<file path="src/rtl/conv_pkg.sv">
// Shared constants and pixel type for the conv_* streaming stages
// (line buffer and Sobel).
package conv_pkg;
  localparam int DW_DEF = 16;
  localparam int H_DEF  = 418;
  localparam int CW_DEF = $clog2(H_DEF);
  localparam int GW_DEF = DW_DEF + 3;
  typedef logic [DW_DEF-1:0] pix_t;
endpackage

</file>
<file path="src/rtl/conv_window3x3.sv">
// 3x3 sliding window fed by three aligned row taps.
// Holds the column counter, the border-masking valid, overflow detection and hs stage 0.
module conv_window3x3 import conv_pkg::*; #(
  parameter int DW = DW_DEF,
  parameter int H  = H_DEF,
  localparam int CW = $clog2(H)
) (
  input  logic                    pclk,
  input  logic                    rst_n,
  input  logic                    in_valid,
  input  logic                    in_hs,
  input  logic [DW-1:0]           row1_in,
  input  logic [DW-1:0]           row2_in,
  input  logic [DW-1:0]           row3_in,
  output logic [2:0][2:0][DW-1:0] win,
  output logic                    vld_p0,
  output logic [CW-1:0]           col_p0,
  output logic                    hs_p0,
  output logic                    err_ovf
);
  localparam logic [CW:0] HLIM = (CW+1)'(H);
  localparam logic [CW:0] TWO  = (CW+1)'(2);

  logic [CW:0] col;
  logic [CW:0] cidx;
  logic        acc;

  // cidx is the column of the sample presented this cycle; samples at or
  // beyond H are dropped, so col saturates at H and never wraps.
  always_comb begin
    cidx = in_hs ? '0 : col;
    acc  = in_valid && (cidx < HLIM);
  end

  // stage p0: window shift, centre column, hs delay
  always_ff @(posedge pclk or negedge rst_n) begin
    if (!rst_n) begin
      col     <= '0;
      win     <= '0;
      vld_p0  <= 1'b0;
      col_p0  <= '0;
      hs_p0   <= 1'b0;
      err_ovf <= 1'b0;
    end else begin
      hs_p0  <= in_hs;
      vld_p0 <= acc && (cidx >= TWO);
      if (in_hs)
        col <= in_valid ? (CW+1)'(1) : '0;
      else if (acc)
        col <= col + 1'b1;
      if (in_valid && !acc)
        err_ovf <= 1'b1;
      if (acc) begin
        for (int r = 0; r < 3; r++) begin
          win[r][0] <= win[r][1];
          win[r][1] <= win[r][2];
        end
        win[0][2] <= row1_in;
        win[1][2] <= row2_in;
        win[2][2] <= row3_in;
        col_p0    <= CW'(cidx - 1'b1);
      end
    end
  end
endmodule

</file>
<file path="src/rtl/conv_sobel3x3.sv">
// Streaming 3x3 Sobel magnitude |Gx|+|Gy| with scale, saturation and edge threshold.
// Fixed 3-cycle latency from window update to output; hs follows the same delay.
module conv_sobel3x3 import conv_pkg::*; #(
  parameter int DW     = DW_DEF,
  parameter int H      = H_DEF,
  parameter int SHIFT  = 2,
  parameter int THRESH = 64,
  localparam int CW = $clog2(H),
  localparam int GW = DW + 3
) (
  input  logic          pclk,
  input  logic          rst_n,
  input  logic          in_valid,
  input  logic          in_hs,
  input  logic [DW-1:0] row1_in,
  input  logic [DW-1:0] row2_in,
  input  logic [DW-1:0] row3_in,
  output logic          out_valid,
  output logic          out_hs,
  output logic [DW-1:0] mag_out,
  output logic          edge_out,
  output logic [CW-1:0] out_col,
  output logic          err_ovf
);
  logic [2:0][2:0][DW-1:0] win_p0;
  logic                    vld_p0, hs_p0;
  logic [CW-1:0]           col_p0;

  logic signed [GW-1:0]    gx_p1, gy_p1;
  logic                    vld_p1, hs_p1;
  logic [CW-1:0]           col_p1;

  logic [GW-1:0]           s_p2;
  logic                    vld_p2, hs_p2;
  logic [CW-1:0]           col_p2;

  logic [DW-1:0]           mag_nx;

  // 1-2-1 weighted sum of three pixels, widened so the difference cannot wrap
  function automatic logic signed [GW-1:0] wsum(input logic [DW-1:0] a,
                                               input logic [DW-1:0] b,
                                               input logic [DW-1:0] c);
    return $signed(GW'(a) + (GW'(b) << 1) + GW'(c));
  endfunction

  function automatic logic [GW-1:0] abs_g(input logic signed [GW-1:0] v);
    return v[GW-1] ? $unsigned(-v) : $unsigned(v);
  endfunction

  function automatic logic [DW-1:0] sat_scale(input logic [GW-1:0] s);
    logic [GW-1:0] sh;
    sh = s >> SHIFT;
    if (|sh[GW-1:DW])
      return '1;
    return sh[DW-1:0];
  endfunction

  conv_window3x3 #(.DW(DW), .H(H)) u_win (
    .pclk     (pclk),
    .rst_n    (rst_n),
    .in_valid (in_valid),
    .in_hs    (in_hs),
    .row1_in  (row1_in),
    .row2_in  (row2_in),
    .row3_in  (row3_in),
    .win      (win_p0),
    .vld_p0   (vld_p0),
    .col_p0   (col_p0),
    .hs_p0    (hs_p0),
    .err_ovf  (err_ovf)
  );

  // stage p1: gradients (Gx right minus left, Gy bottom minus top)
  always_ff @(posedge pclk or negedge rst_n) begin
    if (!rst_n) begin
      gx_p1  <= '0;
      gy_p1  <= '0;
      vld_p1 <= 1'b0;
      hs_p1  <= 1'b0;
      col_p1 <= '0;
    end else begin
      gx_p1  <= wsum(win_p0[0][2], win_p0[1][2], win_p0[2][2])
              - wsum(win_p0[0][0], win_p0[1][0], win_p0[2][0]);
      gy_p1  <= wsum(win_p0[2][0], win_p0[2][1], win_p0[2][2])
              - wsum(win_p0[0][0], win_p0[0][1], win_p0[0][2]);
      vld_p1 <= vld_p0;
      hs_p1  <= hs_p0;
      col_p1 <= col_p0;
    end
  end

  // stage p2: L1 magnitude
  always_ff @(posedge pclk or negedge rst_n) begin
    if (!rst_n) begin
      s_p2   <= '0;
      vld_p2 <= 1'b0;
      hs_p2  <= 1'b0;
      col_p2 <= '0;
    end else begin
      s_p2   <= abs_g(gx_p1) + abs_g(gy_p1);
      vld_p2 <= vld_p1;
      hs_p2  <= hs_p1;
      col_p2 <= col_p1;
    end
  end

  assign mag_nx = sat_scale(s_p2);

  // output stage: data registers hold between valid samples
  always_ff @(posedge pclk or negedge rst_n) begin
    if (!rst_n) begin
      out_valid <= 1'b0;
      out_hs    <= 1'b0;
      mag_out   <= '0;
      edge_out  <= 1'b0;
      out_col   <= '0;
    end else begin
      out_valid <= vld_p2;
      out_hs    <= hs_p2;
      if (vld_p2) begin
        mag_out  <= mag_nx;
        edge_out <= (mag_nx >= DW'(THRESH));
        out_col  <= col_p2;
      end
    end
  end
endmodule

</file>
<file path="config.mk">
export PLATFORM = sky130hd
export DESIGN_NAME = conv_sobel3x3
export DESIGN_NICKNAME = d
export VERILOG_FILES = /design/src/rtl/conv_pkg.sv /design/src/rtl/conv_window3x3.sv /design/src/rtl/conv_sobel3x3.sv
export SDC_FILE = /design/constraint.sdc
export NUM_CORES = 1
export LEC_CHECK = 0
export ABC_AREA = 0
export CAP_MARGIN = 20
export CORE_MARGIN = 4
export CORE_UTILIZATION = 23
export DETAILED_ROUTE_END_ITERATION = 16
export PLACE_DENSITY_LB_ADDON = 0.3
export RECOVER_POWER = 25
export REMOVE_ABC_BUFFERS = 1
export SETUP_SLACK_MARGIN = 0.2
export SLEW_MARGIN = 20
export SYNTH_ARGS = -nofsm -noshare
export SYNTH_HDL_FRONTEND = slang
export SYNTH_SLANG_ARGS = --single-unit
</file>
<file path="constraint.sdc">
create_clock -name pclk -period 7.95 [get_ports pclk]
set_input_delay 2.385 -clock pclk [delete_from_list [all_inputs] [get_ports pclk]]
set_output_delay 2.385 -clock pclk [all_outputs]
set_load 0.03 [all_outputs]
</file>
== Word-level counts from Yosys, hierarchy flattened ==
Index checks and enable logic that the tools add are counted.
W data, S select, Z words.

* Add/sub/neg operators: 15
* $lt $le $gt $ge: 3
* Mux-type cells: 9
* Reduce and logical (&&, ||, !) cells: 5

{| class="wikitable"
|+ Operator list
! cell !! count
|-
| $add A18 B16 Y19 || 4
|-
| $add A16 B17 Y18 || 4
|-
| $mux W19 || 2
|-
| $neg A19 Y19 || 2
|-
| $sub A19 B19 Y19 || 2
|-
| $mux W16 || 2
|-
| $mux W10 || 3
|-
| $add A19 B19 Y19 || 1
|-
| $ge A16 B7 Y1 const B || 1
|-
| $add A10 B1 Y10 const B || 1
|-
| $ge A10 B2 Y1 const B || 1
|-
| $lt A10 B9 Y1 const B || 1
|-
| $sub A9 B1 Y9 const B || 1
|-
| $logic_and A1 B1 Y1 || 3
|-
| $mux W1 || 2
|-
| $reduce_bool A2 Y1 || 1
|-
| $logic_not A1 Y1 || 1
|}

* Bits in registers: 273
* Output and inout port bits: 29
* Word-level logic and storage cells: 60

== Longest topological paths before layout ==
* Depth in word-level cells: 5
* Gate-level depth with buffers: 15

== By module ==
A second synthesis with hierarchy kept.

* Cell total of the unflattened synthesis: 1412
* Area total of the unflattened synthesis: 16659.7 µm²

{| class="wikitable"
|+ Modules (own cells, without submodules)
! module !! times used !! cells an instance !! area each (µm²) !! seq. area each (µm²)
|-
| conv_sobel3x3 || 1 || 987 || 9544.2 || 2627.5
|-
| conv_window3x3 || 1 || 425 || 7115.6 || 4154.0
|}

== Worst setup path before layout ==
Ideal clock, no wire load.

* Path type: flip-flop to flip-flop
* Start: register u_win.win[34] (netlist bit)
* End: register gy_p1[18]
* Arrival time: 3.743 ns
* Data required time: 7.846 ns
* Setup slack: 4.103 ns
* Cell stages (with the launch flop): 14
* Path buffers: 0
* Cell sequence: dfrtp_1 -> inv_1 -> fa_1 -> fa_1 -> inv_1 -> fa_1 -> inv_1 -> ha_1 -> a211oi_1 -> o21bai_1 -> a2111oi_0 -> o21ba_2 -> o21ai_0 -> a221oi_1

* Word-level cells in the longest chain between the ends: 2

{| class="wikitable"
|+ RTL lines
! what !! line !! RTL
|-
| start: declaration || conv_window3x3.sv:15 || <nowiki>output logic [2:0][2:0][DW-1:0] win,</nowiki>
|-
| start signal: indexed assignment || conv_window3x3.sv:55 || <nowiki>win[r][0] <= win[r][1];</nowiki>
|-
| start signal: indexed assignment || conv_window3x3.sv:56 || <nowiki>win[r][1] <= win[r][2];</nowiki>
|-
| $add A18 B16 Y19 || conv_sobel3x3.sv:43 || <nowiki>return $signed(GW'(a) + (GW'(b) << 1) + GW'(c));</nowiki>
|-
| $sub A19 B19 Y19 || conv_sobel3x3.sv:85 || <nowiki>- wsum(win_p0[0][0], win_p0[0][1], win_p0[0][2]);</nowiki>
|-
| end signal: assignment || conv_sobel3x3.sv:84 || <nowiki>gy_p1 <= wsum(win_p0[2][0], win_p0[2][1], win_p0[2][2])</nowiki>
|-
| end: declaration || conv_sobel3x3.sv:29 || <nowiki>logic signed [GW-1:0] gx_p1, gy_p1;</nowiki>
|}

Every way passes these cells.
A chain may end at the register's enable or synchronous reset.

==> results_dict.tcl <==
set metrics [dict create \
    hp-class "register to register" \
    layout-drive-gt1-share_pct 4.92 \
    min_period_ps 5370 \
    end_kind "async pin" \
    gp_congestion 0.804 \
    netlist_instances 1592 \
    grt_antenna_before_repair 0 \
    netlist_area_um2 15700 \
    die_w_um 270 \
    wl_per_cell_um 13.3 \
    grt_pass1_vias 11200 \
    die_h_um 270 \
    htreeDepth 2 \
    io_pins 81 \
    arrival_ps 5520 \
    fmax_mhz 186 \
    numCtsBuffers 34 \
    drtIter0Drc 482 \
    postCtsSetupRepairBufs 0 \
    tritoncts "built" \
    path_delay_family "buffers and inverters" \
    ys.flop_type "dfrtp_1" \
    post-route-period-util_pct 67.5 \
    wl_um 34100 \
    maxSlewHeadroom_pct -52.7 \
    final_common_cell "inv_1" \
    final_nets 1901 \
    cp_slowest_stage_delay_ps 1760 \
    run_status "finished, violations left" \
    firstDrtPassIters 4 \
    finClkSkew_ps 13.0 \
    grtUsageTotal_pct 9.54 \
    start_kind "primary input" \
    antenna-diode-count 0 \
    start_util_pct 23.3 \
    worst_pin_slew_ps 2290 \
    crit_slowest_cell "clkbuf_2" \
    final_cell_mix "inv_1 (272), dfrtp_1 (271), nand2_1 (245)" \
    cts-root-buf "clkbuf_16" \
    synth-seq-area-share_pct 43.1 \
    drc 0 \
    clock_path_buffers 3 \
    dpl.hpwl_um 25200 \
    drv_slew 165 \
    port_buffers 80 \
    grt_pass1_wl_um 58000 \
    rsz0062_at_grt "false" \
    post_cts_resized 0 \
    cp_num_buf_inv 2 \
    synth_edf_count 0 \
    vias 10600 \
    final-hold-violation-count 0 \
    crit_fanout 93 \
    synth.avg_cell_area_um2 9.88 \
    critical_path.cell_chain "clkbuf_1 -> clkbuf_2" \
    core_area_um2 67500 \
    path_clk_slew_ps 60 \
    n_fill_cell 7105 \
    syn_to_final_growth_pct 18.8 \
    ys_async_sr_fraction_pct 100 \
    grt_max_degree 153 \
    die_area_um2 72600 \
    vias_per_cell 4.14 \
    yosys_warnings 0 \
    worstPathRequired_ps 8110 \
    clock-sinks 271 \
    tns_ps 0 \
    finalSetupViolations 0 \
    grt-ovfl-total 0 \
    ant_nets 0 \
    synth-seq-cells 271 \
    cts_hold_buf 0 \
    rows 95 \
    failed_checks "capacitance limit, slew limit" \
    max_cap_viol_count 3 \
    synth_cell_type_count 59 \
    path_class "primary input to async pin" \
    clk_latency_ps 530 \
]
-- kinds of logic after synthesis --
kind of cell	share of synthesized area, %
mux	0.644
flops	43.1
fa+ha+maj	20.9
simple gates	11.3
xor+xnor	4.62
compound gates	11.5
buf+inv	7.94
-- final timing paths --
check	depth (start not counted)	endpoint	slack, ps	startpoint
max in group pclk	6	u_win.win[43]	2990	in_hs
min in group asynchronous	1	u_win.win[135]	2310	rst_n
hold reg to reg	0	col_p2[4]	350	col_p1[4]
hold / removal	0	col_p2[4]	350	col_p1[4]
setup / recovery	2	u_win.col[8]	2580	rst_n
setup reg to reg	14	gy_p1[18]	3670	u_win.win[34]
-- registers in the layout (all words and copies together), names as in the netlist, 9 cells and up --
signal / flops
col_p1: 9
u_win.win: 144
col_p2: 9
u_win.col_p0: 9
u_win.col: 10
gx_p1: 19
mag_out: 16
s_p2: 17
gy_p1: 19
out_col: 9
-- final cells by class --
| type | count | area (um^2) | share of cell area, % |
|---|---|---|---|
| repair buffers | 87 | 866 | 4.63 |
| well taps | 873 | 1090 | 5.84 |
| multi-input cells | 996 | 7700 | 41.2 |
| inverters | 272 | 1020 | 5.46 |
| flip-flops and latches | 271 | 6780 | 36.3 |
| clock inverters | 7 | 145 | 0.777 |
| clock buffers | 54 | 1080 | 5.78 |
-- cells in the mapped netlist (all sizes together), types with 3 or more instances --
master	instances	area [um^2]
a211oi	4	30.0
nand2b	7	43.8
xor2	18	158
nand4	3	18.8
nor2	73	274
ha	61	763
o41ai	6	52.6
nand2	246	923
xnor2	65	569
inv	272	1020
nand3	17	85.1
o21ai	160	801
or4	7	56.3
a21o	14	105
dfrtp	271	6780
nor4b	3	32.5
a211o	4	35.0
or2	3	21.3
a221oi	4	35.0
mux2	9	101
and2	3	18.8
o21bai	5	41.3
o211a	4	40.0
a21oi	63	315
clkbuf	30	113
nor3	20	105
a221o	3	30.0
buf	23	115
a31oi	6	37.5
or3	5	36.3
fa	126	2520
o21a	6	45.0
nor4	7	58.8
o31ai	10	75.1
and3	4	25.0
o211ai	3	22.5
nor2b	5	31.3
-- metal layers --
metal | global-route usage, % | routed length [um]
met1 | 12.8 | 15900
met2 | 15.5 | 16100
met3 | 2.01 | 1300
met4 | 2.96 | 758
met5 | 0 | 0
-- stage by stage --
step | hold WS [ps] | util, % | setup WS [ps] | std cells | cell area (um^2)
floorplan | 331 | - | 1210 | 1539 | 15500
global placement | 332 | 25.9 | 2570 | 2498 | 17500
detailed placement | 335 | 25.9 | 2450 | 2498 | 17500
CTS | 348 | 27.7 | 3030 | 2559 | 18700
global route | 353 | 27.7 | 1750 | 2560 | 18700
finish | 345 | 27.7 | 2580 | 2560 | 18700
Power is left out: the tool's default activity adds up to more than one toggle a clock period on the data nets, which glitch-free logic cannot reach.
